[src/rtl/stumps_bist_ctrl.sv]
// -----------------------------------------------------------------------------
// stumps_bist_ctrl
//
// BIST session sequencer for a STUMPS self-test datapath. A session resets
// the LFSR/MISR/scan registers, then alternates scan-shift and capture phases
// for NUM_PATTERNS patterns. It flushes the last capture into the MISR and
// compares the resulting signature against GOLDEN_SIG.
//
// Parameters:
//   CHAIN_LEN    - scan-chain length, i.e. shift cycles per pattern (>= 1)
//   NUM_PATTERNS - capture cycles per session (>= 1)
//   SIG_W        - MISR signature width
//   GOLDEN_SIG   - known-good signature
//
// Ports:
//   clk      in   rising-edge clock
//   rst      in   synchronous active-high reset
//   start    in   begin a session (honoured in IDLE and DONE only)
//   abort    in   cancel a running session (INIT..COMPARE)
//   sig_in   in   MISR signature from the datapath, sampled in COMPARE
//   TC       out  test control: 0 = scan shift, 1 = capture/functional
//   dp_rst   out  one-cycle datapath reset pulse, high in INIT only
//   busy     out  session in progress (INIT..COMPARE)
//   done     out  session finished, held while in DONE
//   pass     out  signature matched GOLDEN_SIG (meaningful while done = 1)
//   pat_cnt  out  captures completed in the current session
// -----------------------------------------------------------------------------
module stumps_bist_ctrl #(
    parameter int                CHAIN_LEN    = 3,
    parameter int                NUM_PATTERNS = 16,
    parameter int                SIG_W        = 3,
    parameter logic [SIG_W-1:0]  GOLDEN_SIG   = '0
) (
    input  logic                                clk,
    input  logic                                rst,
    input  logic                                start,
    input  logic                                abort,
    input  logic [SIG_W-1:0]                    sig_in,
    output logic                                TC,
    output logic                                dp_rst,
    output logic                                busy,
    output logic                                done,
    output logic                                pass,
    output logic [$clog2(NUM_PATTERNS+1)-1:0]   pat_cnt
);

    localparam int PC_W = $clog2(NUM_PATTERNS + 1);
    // A single-cycle chain still needs a 1-bit counter.
    localparam int SC_W = (CHAIN_LEN > 1) ? $clog2(CHAIN_LEN) : 1;

    localparam logic [SC_W-1:0] SHIFT_LAST = SC_W'(CHAIN_LEN - 1);
    localparam logic [PC_W-1:0] PAT_LAST   = PC_W'(NUM_PATTERNS - 1);

    typedef enum logic [2:0] {
        S_IDLE,
        S_INIT,
        S_SHIFT,
        S_CAPTURE,
        S_FLUSH,
        S_COMPARE,
        S_DONE
    } state_t;

    state_t            state_q,     state_d;
    logic [SC_W-1:0]   shift_cnt_q, shift_cnt_d;
    logic [PC_W-1:0]   pat_cnt_q,   pat_cnt_d;
    logic              pass_q,      pass_d;

    // -------------------------------------------------------------------------
    // State register
    // -------------------------------------------------------------------------
    // NOTE: sequential state uses non-blocking assignments so every register
    // samples the pre-edge values and simulation matches the synthesised flops.
    always_ff @(posedge clk) begin
        if (rst) begin
            state_q     <= S_IDLE;
            shift_cnt_q <= '0;
            pat_cnt_q   <= '0;
            pass_q      <= 1'b0;
        end else begin
            state_q     <= state_d;
            shift_cnt_q <= shift_cnt_d;
            pat_cnt_q   <= pat_cnt_d;
            pass_q      <= pass_d;
        end
    end

    // -------------------------------------------------------------------------
    // Next-state logic
    // -------------------------------------------------------------------------
    // NOTE: every variable gets a hold-value default before the case so that no
    // path leaves it unassigned, which would otherwise infer a latch.
    always_comb begin
        state_d     = state_q;
        shift_cnt_d = shift_cnt_q;
        pat_cnt_d   = pat_cnt_q;
        pass_d      = pass_q;

        unique case (state_q)
            S_IDLE: begin
                if (start) state_d = S_INIT;
            end
            S_INIT: begin
                shift_cnt_d = '0;
                pat_cnt_d   = '0;
                pass_d      = 1'b0;
                state_d     = S_SHIFT;
            end
            S_SHIFT: begin
                if (shift_cnt_q == SHIFT_LAST) begin
                    shift_cnt_d = '0;
                    state_d     = S_CAPTURE;
                end else begin
                    shift_cnt_d = shift_cnt_q + SC_W'(1);
                end
            end
            S_CAPTURE: begin
                // Compare against the pre-increment value: the capture in
                // flight is the last one when the count is NUM_PATTERNS-1.
                pat_cnt_d = pat_cnt_q + PC_W'(1);
                state_d   = (pat_cnt_q == PAT_LAST) ? S_FLUSH : S_SHIFT;
            end
            S_FLUSH: begin
                // FLUSH reuses the shift counter to unload the final capture.
                if (shift_cnt_q == SHIFT_LAST) begin
                    shift_cnt_d = '0;
                    state_d     = S_COMPARE;
                end else begin
                    shift_cnt_d = shift_cnt_q + SC_W'(1);
                end
            end
            S_COMPARE: begin
                pass_d  = (sig_in == GOLDEN_SIG);
                state_d = S_DONE;
            end
            S_DONE: begin
                if (start) state_d = S_INIT;
            end
            default: begin
                state_d = S_IDLE;
            end
        endcase

        // Abort overrides every in-session transition; IDLE and DONE ignore it.
        if (abort && (state_q inside {S_INIT, S_SHIFT, S_CAPTURE, S_FLUSH, S_COMPARE})) begin
            state_d     = S_IDLE;
            shift_cnt_d = '0;
            pass_d      = 1'b0;
        end
    end

    // -------------------------------------------------------------------------
    // Outputs: pure decode of registered state, so glitch-free and
    // available right after the edge.
    // -------------------------------------------------------------------------
    assign TC      = !(state_q inside {S_SHIFT, S_FLUSH});
    assign dp_rst  = (state_q == S_INIT);
    assign busy    = (state_q inside {S_INIT, S_SHIFT, S_CAPTURE, S_FLUSH, S_COMPARE});
    assign done    = (state_q == S_DONE);
    assign pass    = pass_q;
    assign pat_cnt = pat_cnt_q;

endmodule

[config.mk]
export PLATFORM = sky130hd
export DESIGN_NAME = stumps_bist_ctrl
export DESIGN_NICKNAME = d
export VERILOG_FILES = /design/src/rtl/stumps_bist_ctrl.sv
export SDC_FILE = /design/constraint.sdc
export NUM_CORES = 1
export LEC_CHECK = 0
export CAP_MARGIN = 30
export CORE_UTILIZATION = 42
export CTS_CLUSTER_SIZE = 10
export DETAILED_ROUTE_END_ITERATION = 10
export HOLD_SLACK_MARGIN = 0.1
export PLACE_DENSITY = 0.71
export SLEW_MARGIN = 20
export SYNTH_ARGS = -nofsm -noshare
export SYNTH_HDL_FRONTEND = slang
export SYNTH_SLANG_ARGS = --single-unit
[constraint.sdc]
create_clock -name clk -period 4.1 [get_ports clk]
set_input_delay 0.41 -clock clk [delete_from_list [all_inputs] [get_ports clk]]
set_output_delay 0.41 -clock clk [all_outputs]
set_load 0.005 [all_outputs]
==> results of run 1 <==
-- power groups by stage --
stage	clock network (uW)	registers, uW	logic [uW]
6_report	75.6	117	35.9
5_1_grt	83.2	118	38.8
4_1_cts	77.8	117	36.1
3_5_place_dp	0	119	35.7
3_3_place_gp	0	119	35.4
2_1_floorplan	0	114	26.1
-- state kept, by name, summed over array words and instances (netlist names) --
register and count:
state_q 3, pass 1, pat_cnt 5, shift_cnt_q 2
-- cell usage after synthesis, drive strengths merged --
library cell and count:
nand2 5, o211ai 1, a32oi 1, a21oi 6, nor4b 1, o21ai 3
or4 1, ha 2, a31o 1, mux2i 2, nand3 4, dfxtp 11
a311oi 1, or3 2, nor4bb 1, nor2b 4, o211a 1, xor2 1
a21bo 1, nand4b 1, and2 1, a31oi 2, inv 2, clkbuf 2
nor2 6, buf 2, nand2b 2, nor3 2, and3 1
-- worst max-delay path, cell delays in order (launching register included) --
cell             delay, ps
dfxtp_1                650
or3_4                  240
and2_1                 160
clkdlybuf4s50_1        510
-- cells by family (layout without fill, tap and decap cells) --
family          count (synthesis)  count (layout)  synth area share (%)
xor+xnor                        1               1                  1.42
compound gates                 17              17                  20.5
flops                          11              11                  35.8
mux                             2               2                  3.25
buf+inv                         6              22                  5.08
fa+ha+maj                       2               2                  4.06
simple gates                   31              31                  29.9
-- per-stage QoR --
step	area, um^2	setup WS [ps]	utilization (%)
detailed placement	771	2190	57.8
global route	797	1760	59.8
finish	797	1870	59.8
global placement	771	2210	57.8
floorplan	616	2600	-
CTS	797	1880	59.8
-- path summary, 6_finish.rpt --
path | endpoint | slack, ps | cells past startpoint
setup / recovery | busy | 1870 | 3
hold / removal | pat_cnt[4]$_SDFFE_PP0P_ | 480 | 2
setup reg to reg | pat_cnt[4]$_SDFFE_PP0P_ | 2500 | 5
hold reg to reg | pat_cnt[4]$_SDFFE_PP0P_ | 480 | 2
-- metal layers --
metal	part of all wire, %	global-route usage, %
met2	44	27.4
met5	0	0
met1	51	23.3
met3	3.9	5.00
met4	0.88	10.0
-- placed cells by master, fill, tap and decap left out --
master | Yosys | routed
clkbuf_1 | 2 | 1
a21oi_1 | 6 | 6
a311oi_2 | 1 | 1
xor2_1 | 1 | 1
nor3_2 | 2 | 2
or3_1 | 1 | 1
clkbuf_4 | 0 | 3
nand3_1 | 4 | 4
a32oi_1 | 1 | 1
nor2_1 | 6 | 6
a21bo_2 | 1 | 1
o21ai_0 | 3 | 3
o211ai_1 | 1 | 1
ha_1 | 2 | 2
a31oi_1 | 2 | 2
or4_1 | 1 | 1
and2_1 | 1 | 1
nor2b_1 | 4 | 4
mux2i_1 | 2 | 2
nand2b_1 | 2 | 2
o211a_1 | 1 | 1
clkdlybuf4s50_1 | 0 | 16
or3_4 | 1 | 1
dfxtp_1 | 11 | 11
nand2_1 | 5 | 5
a31o_4 | 1 | 1
nand4b_1 | 1 | 1
inv_1 | 2 | 2
and3_1 | 1 | 1
nor4b_1 | 1 | 1
nor4bb_1 | 1 | 1
-- layout make-up --
type / count / area [um^2]
Inverter: 2 / 7.51
Fill cell: 125 / 537
Clock buffer: 4 / 26.3
Multi-Input combinational cell: 53 / 364
Timing Repair Buffer: 16 / 160
Tap cell: 15 / 18.8
Sequential cell: 11 / 220
==> results.ini, run 1 <==
[outcome]
status = complete, no violations

[yosys]
syn_area_per_cell_um2 = 8.79
yosys_warnings = 0
netlist_area_um2 = 616
synthTopCellsByArea = dfxtp_1, a21oi_1, ha_1, nor2b_1, nor2_1
synth_fp_nets = 79
seq_area_frac_synth_pct = 35.8
synth_top_area_cell = dfxtp_1
netlist_instances = 70
synth_top_area_share_pct = 35.8
synth_cell_type_count = 31
synth-seq-cells = 11

[timing]
setup_viol = 0
tightest_slew_ps = 519
relSlewSlack_pct = 65.3
finalHoldViolCount = 0
fmax_ghz = 0.449
rsz0062_at_grt = false
whs_ps = 476
post-route-min-period_ps = 2230
fin_tns_setup_ps = 0
drv_slew = 0
fin_skew_ps = 1.13
finalCritPeriodShare_pct = 54.4

[grt]
antenna_found_initial = 0
gr-total-overflow = 0
grt_pass1_vias = 447
grt_pass1_wl_mm = 1.93
track_usage_pct = 18.2
grt_max_degree = 18

[layout]
diodes = 0
finalNetCount = 96
fin_cells = 101
drive_gt1_share_pct = 10.5
syn_to_final_growth_pct = 29.5

[power]
p_leak_uw = 0.000289
total_power_uw = 228
clockPowerShare_pct = 33.1
p_comb_share_pct = 15.7
power_frac_seq_pct = 51.1
max-vdd-ir-drop_mv = 0.131
power_density_nw_per_um2 = 286
intPower_uw = 168
switchingPower_uw = 60.4
swShare_pct = 26.5

[cts]
cts-root-buf = clkbuf_4
insertion_delay_ps = 260
cts.sinks = 11
cts_max_level = 1
clock_tree.buffer_depth = 2
cts_buffers = 3
cts_resized = 0
cts_setup_buffers = 0
clk_pin_slew_ps = 70
cts_tree = yes
cts_hold_buf = 0

[placed_design]
gp_congestion = 0.688
hpwl_um = 854
placement.io_buffers = 16
place_inst = 97

[routing]
wl_per_cell_um = 12.4
drt_iter0_drc = 10
via_per_inst = 5.53
drt_wl_total_mm = 1.25
drtAntennaViolNets = 0
drc = 0
dr_total_vias = 559
firstDrtPassIters = 4

[critical_path]
end_kind = primary output
crit_arrival_ps = 1820
r2r_start = pat_cnt[0]$_SDFFE_PP0P_
startpoint = state_q[1]$_SDFFE_PP0P_
start_kind = register
path_class = reg2out
crit_fanout = 17
worstPathRequired_ps = 3690

[flow_run]
cap_violations = 0

[hold_path]
hold_class = reg2reg
hold_start = pat_cnt[4]$_SDFFE_PP0P_

[die]
die_y_um = 40.3
dieArea_um2 = 1620
ios = 17
initial_core_util_pct = 46.2
coreArea_um2 = 1330
die_width_um = 40.3
row_count = 13

Power figures use the tool's default switching activity.
==> run 2, diff against run 1 <==
==> constraint.sdc (replaced) <==
create_clock -name clk -period 2.2 [get_ports clk]
set_input_delay 0.22 -clock clk [delete_from_list [all_inputs] [get_ports clk]]
set_output_delay 0.22 -clock clk [all_outputs]
set_load 0.005 [all_outputs]
==> results.ini, run 2 (synthesis gave the netlist of run 1 again) <==
[layout]
finalNetCount = 97  ; +1.0%
drive_gt1_share_pct = 11.5  ; +1.0 points
seq_area_um2 = 220  ; unchanged
largest_reg_flops = 5  ; unchanged
multi_input_area_um2 = 364  ; unchanged
fin_util_pct = 60.3  ; +0.56 points
syn_to_final_growth_pct = 30.7
layout_common_cells = clkdlybuf4s50_1, dfxtp_1, nor2_1, a21oi_1, nand2_1
final_common_cell = clkdlybuf4s50_1
fill_cells = 120  ; -4.0%
diodes = 0  ; unchanged

[grt]
grt_pass1_vias = 453  ; +1.3%
grt_pass1_wl_mm = 2.06  ; +6.8%
track_usage_pct = 19.8  ; +1.6 points
antenna_found_initial = 0  ; unchanged
gr-total-overflow = 0  ; unchanged
grt_max_degree = 15  ; -3

[die]
die_width_um = 40.3  ; unchanged
dieArea_um2 = 1620  ; unchanged
row_count = 13  ; unchanged
die_y_um = 40.3  ; unchanged
initial_core_util_pct = 46.2  ; unchanged
coreArea_um2 = 1330  ; unchanged
ios = 17  ; unchanged

[cts]
cts.sinks = 11  ; unchanged
cts_buffers = 3  ; unchanged
cts-root-buf = clkbuf_4
cts_resized = 0  ; unchanged
cts_hold_buf = 0  ; unchanged
clk_pin_slew_ps = 70  ; about the same
cts_max_level = 1  ; unchanged
cts_tree = yes
cts_setup_buffers = 0  ; unchanged
clock_tree.buffer_depth = 2  ; unchanged
insertion_delay_ps = 270  ; about the same

[critical_path]
r2r_end = pat_cnt[4]$_SDFFE_PP0P_
start_kind = register
endpoint = busy
startpoint = state_q[0]$_SDFFE_PP0P_
crit_path_top_delay_cell = or3_4
rrSetupSlack_ps = 620  ; -1880 ps
cpPeakStageDelay_ps = 440  ; -210 ps
ff2ff_path_depth = 5  ; unchanged
end_kind = primary output
path_class = reg2out
crit_family = simple AND/OR/NAND/NOR gates
path_buf_inv = 1  ; unchanged
crit_fanout = 14  ; -3
crit_cells = 3  ; unchanged
crit_arrival_ps = 1770  ; -50 ps
r2r_start = pat_cnt[0]$_SDFFE_PP0P_
worstPathRequired_ps = 1980  ; -1710 ps
crit_chain = or3_4 -> and2_1 -> clkdlybuf4s50_1

[power]
power_frac_seq_pct = 50.0  ; -1.1 points
clockPowerShare_pct = 33.1  ; about the same
max-vdd-ir-drop_mv = 0.330  ; +150%
intPower_uw = 315  ; +88%
switchingPower_uw = 112  ; +86%
power_density_nw_per_um2 = 531  ; +86%
p_comb_share_pct = 16.9  ; +1.2 points
total_power_uw = 427  ; +87%
swShare_pct = 26.3  ; -0.16 points
p_leak_uw = 0.000294  ; +1.8%

[timing]
whs_ps = 474  ; -2.22 ps
fin_skew_ps = 0.260  ; -0.873 ps
fin_tns_setup_ps = 0  ; unchanged
tightest_slew_ps = 385  ; -134 ps
relSlewSlack_pct = 74.3  ; +9.0 points
finalHoldViolCount = 0  ; unchanged
finalCritPeriodShare_pct = 90.7
drv_slew = 0  ; unchanged
fmax_ghz = 0.501
post-route-min-period_ps = 1990
setup_viol = 0  ; unchanged
rsz0062_at_grt = false

[routing]
drt_iter0_drc = 7  ; -3
drtAntennaViolNets = 0  ; unchanged
dr_total_vias = 555  ; -0.72%
firstDrtPassIters = 3  ; -1
drc = 0  ; unchanged
drt_wl_total_mm = 1.21  ; -3.2%
wl_per_cell_um = 11.8  ; -4.2%
via_per_inst = 5.44  ; -1.7%

[flow_run]
cap_violations = 0  ; unchanged

[placed_design]
placement.io_buffers = 16  ; unchanged
hpwl_um = 851  ; -0.40%
gp_congestion = 0.755  ; +9.9%

[hold_path]
hold_class = reg2reg
hold_start = pat_cnt[4]$_SDFFE_PP0P_

[outcome]
status = complete, no violations

run 2: changes by cell type in the layout (fill, tap and decap cells not counted):
cell / before / now
buf_4: 0 / 1
run 2: power by group through the flow:
stage | logic (uW) | registers [uW] | clock network, uW
after CTS | 72.6 | 213 | 149
after floorplan | 48.6 | 212 | 0
after global routing | 79.8 | 215 | 156
final | 72.3 | 214 | 142
after global placement | 72.3 | 218 | 0
after detailed placement | 72.0 | 218 | 0
run 2: worst min-delay path by stage:
stage / end / slack (ps) / cells after the start
after global placement: pat_cnt[4]$_SDFFE_PP0P_ / 460 / 2
after detailed placement: pat_cnt[4]$_SDFFE_PP0P_ / 480 / 2
after CTS: pat_cnt[4]$_SDFFE_PP0P_ / 480 / 2
after floorplan: pat_cnt[1]$_SDFFE_PP0P_ / 290 / 1
after global routing: pat_cnt[4]$_SDFFE_PP0P_ / 510 / 2
final: pat_cnt[4]$_SDFFE_PP0P_ / 470 / 2
run 2: metrics by stage:
stage,setup slack (ps),cell area [um^2],instances
after floorplan,700,616,70
after global placement,517,778,98
after detailed placement,510,778,98
after CTS,193,805,102
after global routing,88.1,805,102
final,205,805,102
run 2: worst register-to-register path: stages, from the launching register on:
cell and delay (ps):
dfxtp_1 350, ha_1 250, and3_1 190, ha_1 250
or3_1 340, a21oi_1 140
run 2: cell type report:
type / count / share of cell area [%]
clock buffer: 4 / 3.27
sequential: 11 / 27.4
tap: 15 / 2.33
inverter: 2 / 0.933
multi-input combinational: 53 / 45.3
timing repair buffer: 17 / 20.8
run 2: routing by layer:
metal  share of wire (%)  vias to the layer above  track usage [%]
met4                 2.2                        0             10.0
met2                  43                       15             28.2
met5                   0                        -                0
li1                    -                      288                -
met3                 5.8                        5             8.89
met1                  49                      247             25.1
==> run 3, diff against run 2 <==
--- a/config.mk
+++ b/config.mk
@@ -5,12 +5,15 @@
 export SDC_FILE = /design/constraint.sdc
 export NUM_CORES = 1
 export LEC_CHECK = 0
+export ABC_AREA = 1
 export CAP_MARGIN = 30
 export CORE_UTILIZATION = 42
+export CTS_BUF_LIST = sky130_fd_sc_hd__clkbuf_4
+export CTS_CLUSTER_DIAMETER = 120
 export CTS_CLUSTER_SIZE = 10
 export DETAILED_ROUTE_END_ITERATION = 10
 export HOLD_SLACK_MARGIN = 0.1
-export PLACE_DENSITY = 0.71
+export PLACE_DENSITY = 0.7
 export SLEW_MARGIN = 20
 export SYNTH_ARGS = -nofsm -noshare
 export SYNTH_HDL_FRONTEND = slang
==> results.ini, run 3 <==
[timing]
tightest_slew_ps = 252  ; -133 ps
rsz0062_at_grt = false
finalCritPeriodShare_pct = 92.1  ; +1.5 points
setup_viol = 0  ; unchanged
finalHoldViolCount = 0  ; unchanged
drv_slew = 0  ; unchanged
relSlewSlack_pct = 83.2  ; +8.9 points
fin_tns_setup_ps = 0  ; unchanged
fmax_ghz = 0.493  ; -1.6%
fin_skew_ps = 10.4  ; +10.2 ps
post-route-min-period_ps = 2030  ; +32.6 ps

[hold_path]
hold_start = pat_cnt[2]$_SDFFE_PP0P_
worstHoldPathCells = 2  ; unchanged
min_to = pat_cnt[2]$_SDFFE_PP0P_
hold_class = reg2reg

[cts]
cts_setup_buffers = 0  ; unchanged
insertion_delay_ps = 280  ; about the same
cts_hold_buf = 0  ; unchanged
cts_tree = yes
cts_max_level = 1  ; unchanged
cts_buffers = 3  ; unchanged
cts.sinks = 11  ; unchanged
cts-root-buf = clkbuf_4
cts_resized = 0  ; unchanged
clk_pin_slew_ps = 80  ; about the same
clock_tree.buffer_depth = 2  ; unchanged

[yosys]
synth_cell_type_count = 22  ; -29%
yosys_warnings = 0  ; unchanged
async_reset_ff_share_pct = 0  ; unchanged
netlist_area_um2 = 696  ; +13%
synth_flop_cell = dfxtp_1
synth-seq-cells = 11  ; unchanged
synth_top_area_share_pct = 31.7  ; -4.1 points
seq_area_frac_synth_pct = 31.7  ; -4.1 points
synth_top_area_cell = dfxtp_1
syn_area_per_cell_um2 = 6.69  ; -24%
ys_top_cells_by_count = nand2_1, inv_1, nor2_1
yosys.cell_count.top_type = nand2_1
synth_edf_count = 0  ; unchanged
synthTopCellsByArea = dfxtp_1, nand2_1, inv_1, nor2_1, nand3_1
netlist_instances = 104  ; +49%
synth_fp_nets = 113  ; +43%

[routing]
via_per_inst = 5.04  ; -7.4%
dr_total_vias = 695  ; +25%
drtAntennaViolNets = 0  ; unchanged
firstDrtPassIters = 4  ; +1
drt_wl_total_mm = 1.55  ; +28%
drt_iter0_drc = 13  ; +6
drc = 0  ; unchanged
wl_per_cell_um = 11.2  ; -5.5%

[critical_path]
path_buf_inv = 2  ; +1
end_kind = primary output
crit_arrival_ps = 1810  ; +40 ps
r2r_start = pat_cnt[0]$_SDFFE_PP0P_
cpMostUsedCell = nand3_2
crit_path_top_delay_cell = dfxtp_1
r2r_end = state_q[1]$_SDFFE_PP0P_
path_class = reg2out
worstPathRequired_ps = 1980  ; about the same
crit_family = buffers and inverters
crit_fanout = 7  ; -7
ff2ff_path_depth = 9  ; +4
rrSetupSlack_ps = 660  ; +40 ps
cpPeakStageDelay_ps = 460  ; +20 ps
crit_chain = inv_2 -> nand3_2 -> nand3_2 -> or2_2 -> clkdlybuf4s50_1
start_kind = register

[grt]
antenna_found_initial = 0  ; unchanged
track_usage_pct = 19.3  ; -0.49 points
grt_pass1_wl_mm = 2.65  ; +28%
gr-total-overflow = 0  ; unchanged
grt_pass1_vias = 646  ; +43%
grt_max_degree = 10  ; -5

[power]
power_density_nw_per_um2 = 951  ; +79%
total_power_uw = 840  ; +97%
p_leak_uw = 0.000391  ; +33%
max-vdd-ir-drop_mv = 0.573  ; +74%

[placed_design]
placement.io_buffers = 16  ; unchanged
gp_congestion = 0.791  ; +4.7%
hpwl_mm = 1.19  ; +39%

[layout]
syn_to_final_growth_pct = 27.0
fill_cells = 159  ; +33%
drive_gt1_share_pct = 19.7  ; +8.2 points
diodes = 0  ; unchanged
layout_common_cells = nand2_1, clkdlybuf4s50_1, inv_1, nor2_1, dfxtp_1
finalNetCount = 132  ; +36%
largest_reg_flops = 5  ; unchanged
final_common_cell = nand2_1
fin_util_pct = 58.0  ; -2.4 points

[die]
row_count = 14  ; +1
dieArea_um2 = 1820  ; +12%
die_y_um = 42.7  ; +6.0%
die_width_um = 42.7  ; +6.0%
ios = 17  ; unchanged
initial_core_util_pct = 45.6  ; -0.51 points
coreArea_um2 = 1520  ; +14%

[outcome]
status = complete, no violations

[flow_run]
cap_violations = 0  ; unchanged

[run 3: cell types whose count changed after synthesis, moves of 5 or more]
cell / before / now
inv_1: 2 / 14
nand2_1: 5 / 21
nand2_2: 0 / 5
nor2_1: 6 / 14
[run 3: how the worst max path moves through the flow]
stage,start,end,cells past startpoint
floorplan,pat_cnt[0]$_SDFFE_PP0P_,state_q[1]$_SDFFE_PP0P_,9
global placement,state_q[1]$_SDFFE_PP0P_,busy,5
finish,state_q[2]$_SDFFE_PP0P_,busy,5
global route,state_q[2]$_SDFFE_PP0P_,busy,5
CTS,state_q[1]$_SDFFE_PP0P_,busy,5
detailed placement,state_q[1]$_SDFFE_PP0P_,busy,5
[run 3: worst reg2reg max path: cells and delay by family, from the launching register on]
family          cells  cell delay (ps)
buf+inv             1               50
simple gates        5              400
fa+ha+maj           2              400
compound gates      1              170
flops               1              410
[run 3: logic make-up (layout without fill, tap and decap cells)]
group	after synthesis	in the layout	share of synthesized area [%]
buffers and inverters	20	38	13.3
adder cells (fa/ha/maj)	2	2	3.60
AO/OA/AOI/OAI	10	10	8.27
AND/OR/NAND/NOR	61	61	43.2
flip-flops	11	11	31.7
[run 3: final cells by class]
cell class / instances / area, um^2 / area share (%)
Clock buffer: 3 / 22.5 / 2.55
Timing Repair Buffer: 16 / 160 / 18.1
Inverter: 18 / 70.1 / 7.93
Tap cell: 16 / 20.0 / 2.27
Multi-Input combinational cell: 73 / 383 / 43.3
Clock inverter: 1 / 5.00 / 0.567
Sequential cell: 11 / 223 / 25.2
[run 3: metal layers]
metal | global-route usage (%) | wire, um
met3 | 6.38 | 63
met2 | 37.3 | 851
met4 | 5.63 | 10
met1 | 19.1 | 619
met5 | 0 | 0
[run 3: stage by stage]
step / setup slack, ps / area, um^2 / hold WS [ps] / cells
finish: 173 / 883 / 514 / 138
global route: 74.2 / 883 / 536 / 138
floorplan: 849 / 696 / 289 / 104
CTS: 85.5 / 881 / 513 / 138
detailed placement: 401 / 853 / 502 / 134
global placement: 431 / 853 / 495 / 134
[run 3: power breakdown]
group | switching [uW] | internal (uW)
clock network | 73.7 | 67.4
logic | 223 | 186
registers | 60.1 | 230
total | 356 | 483
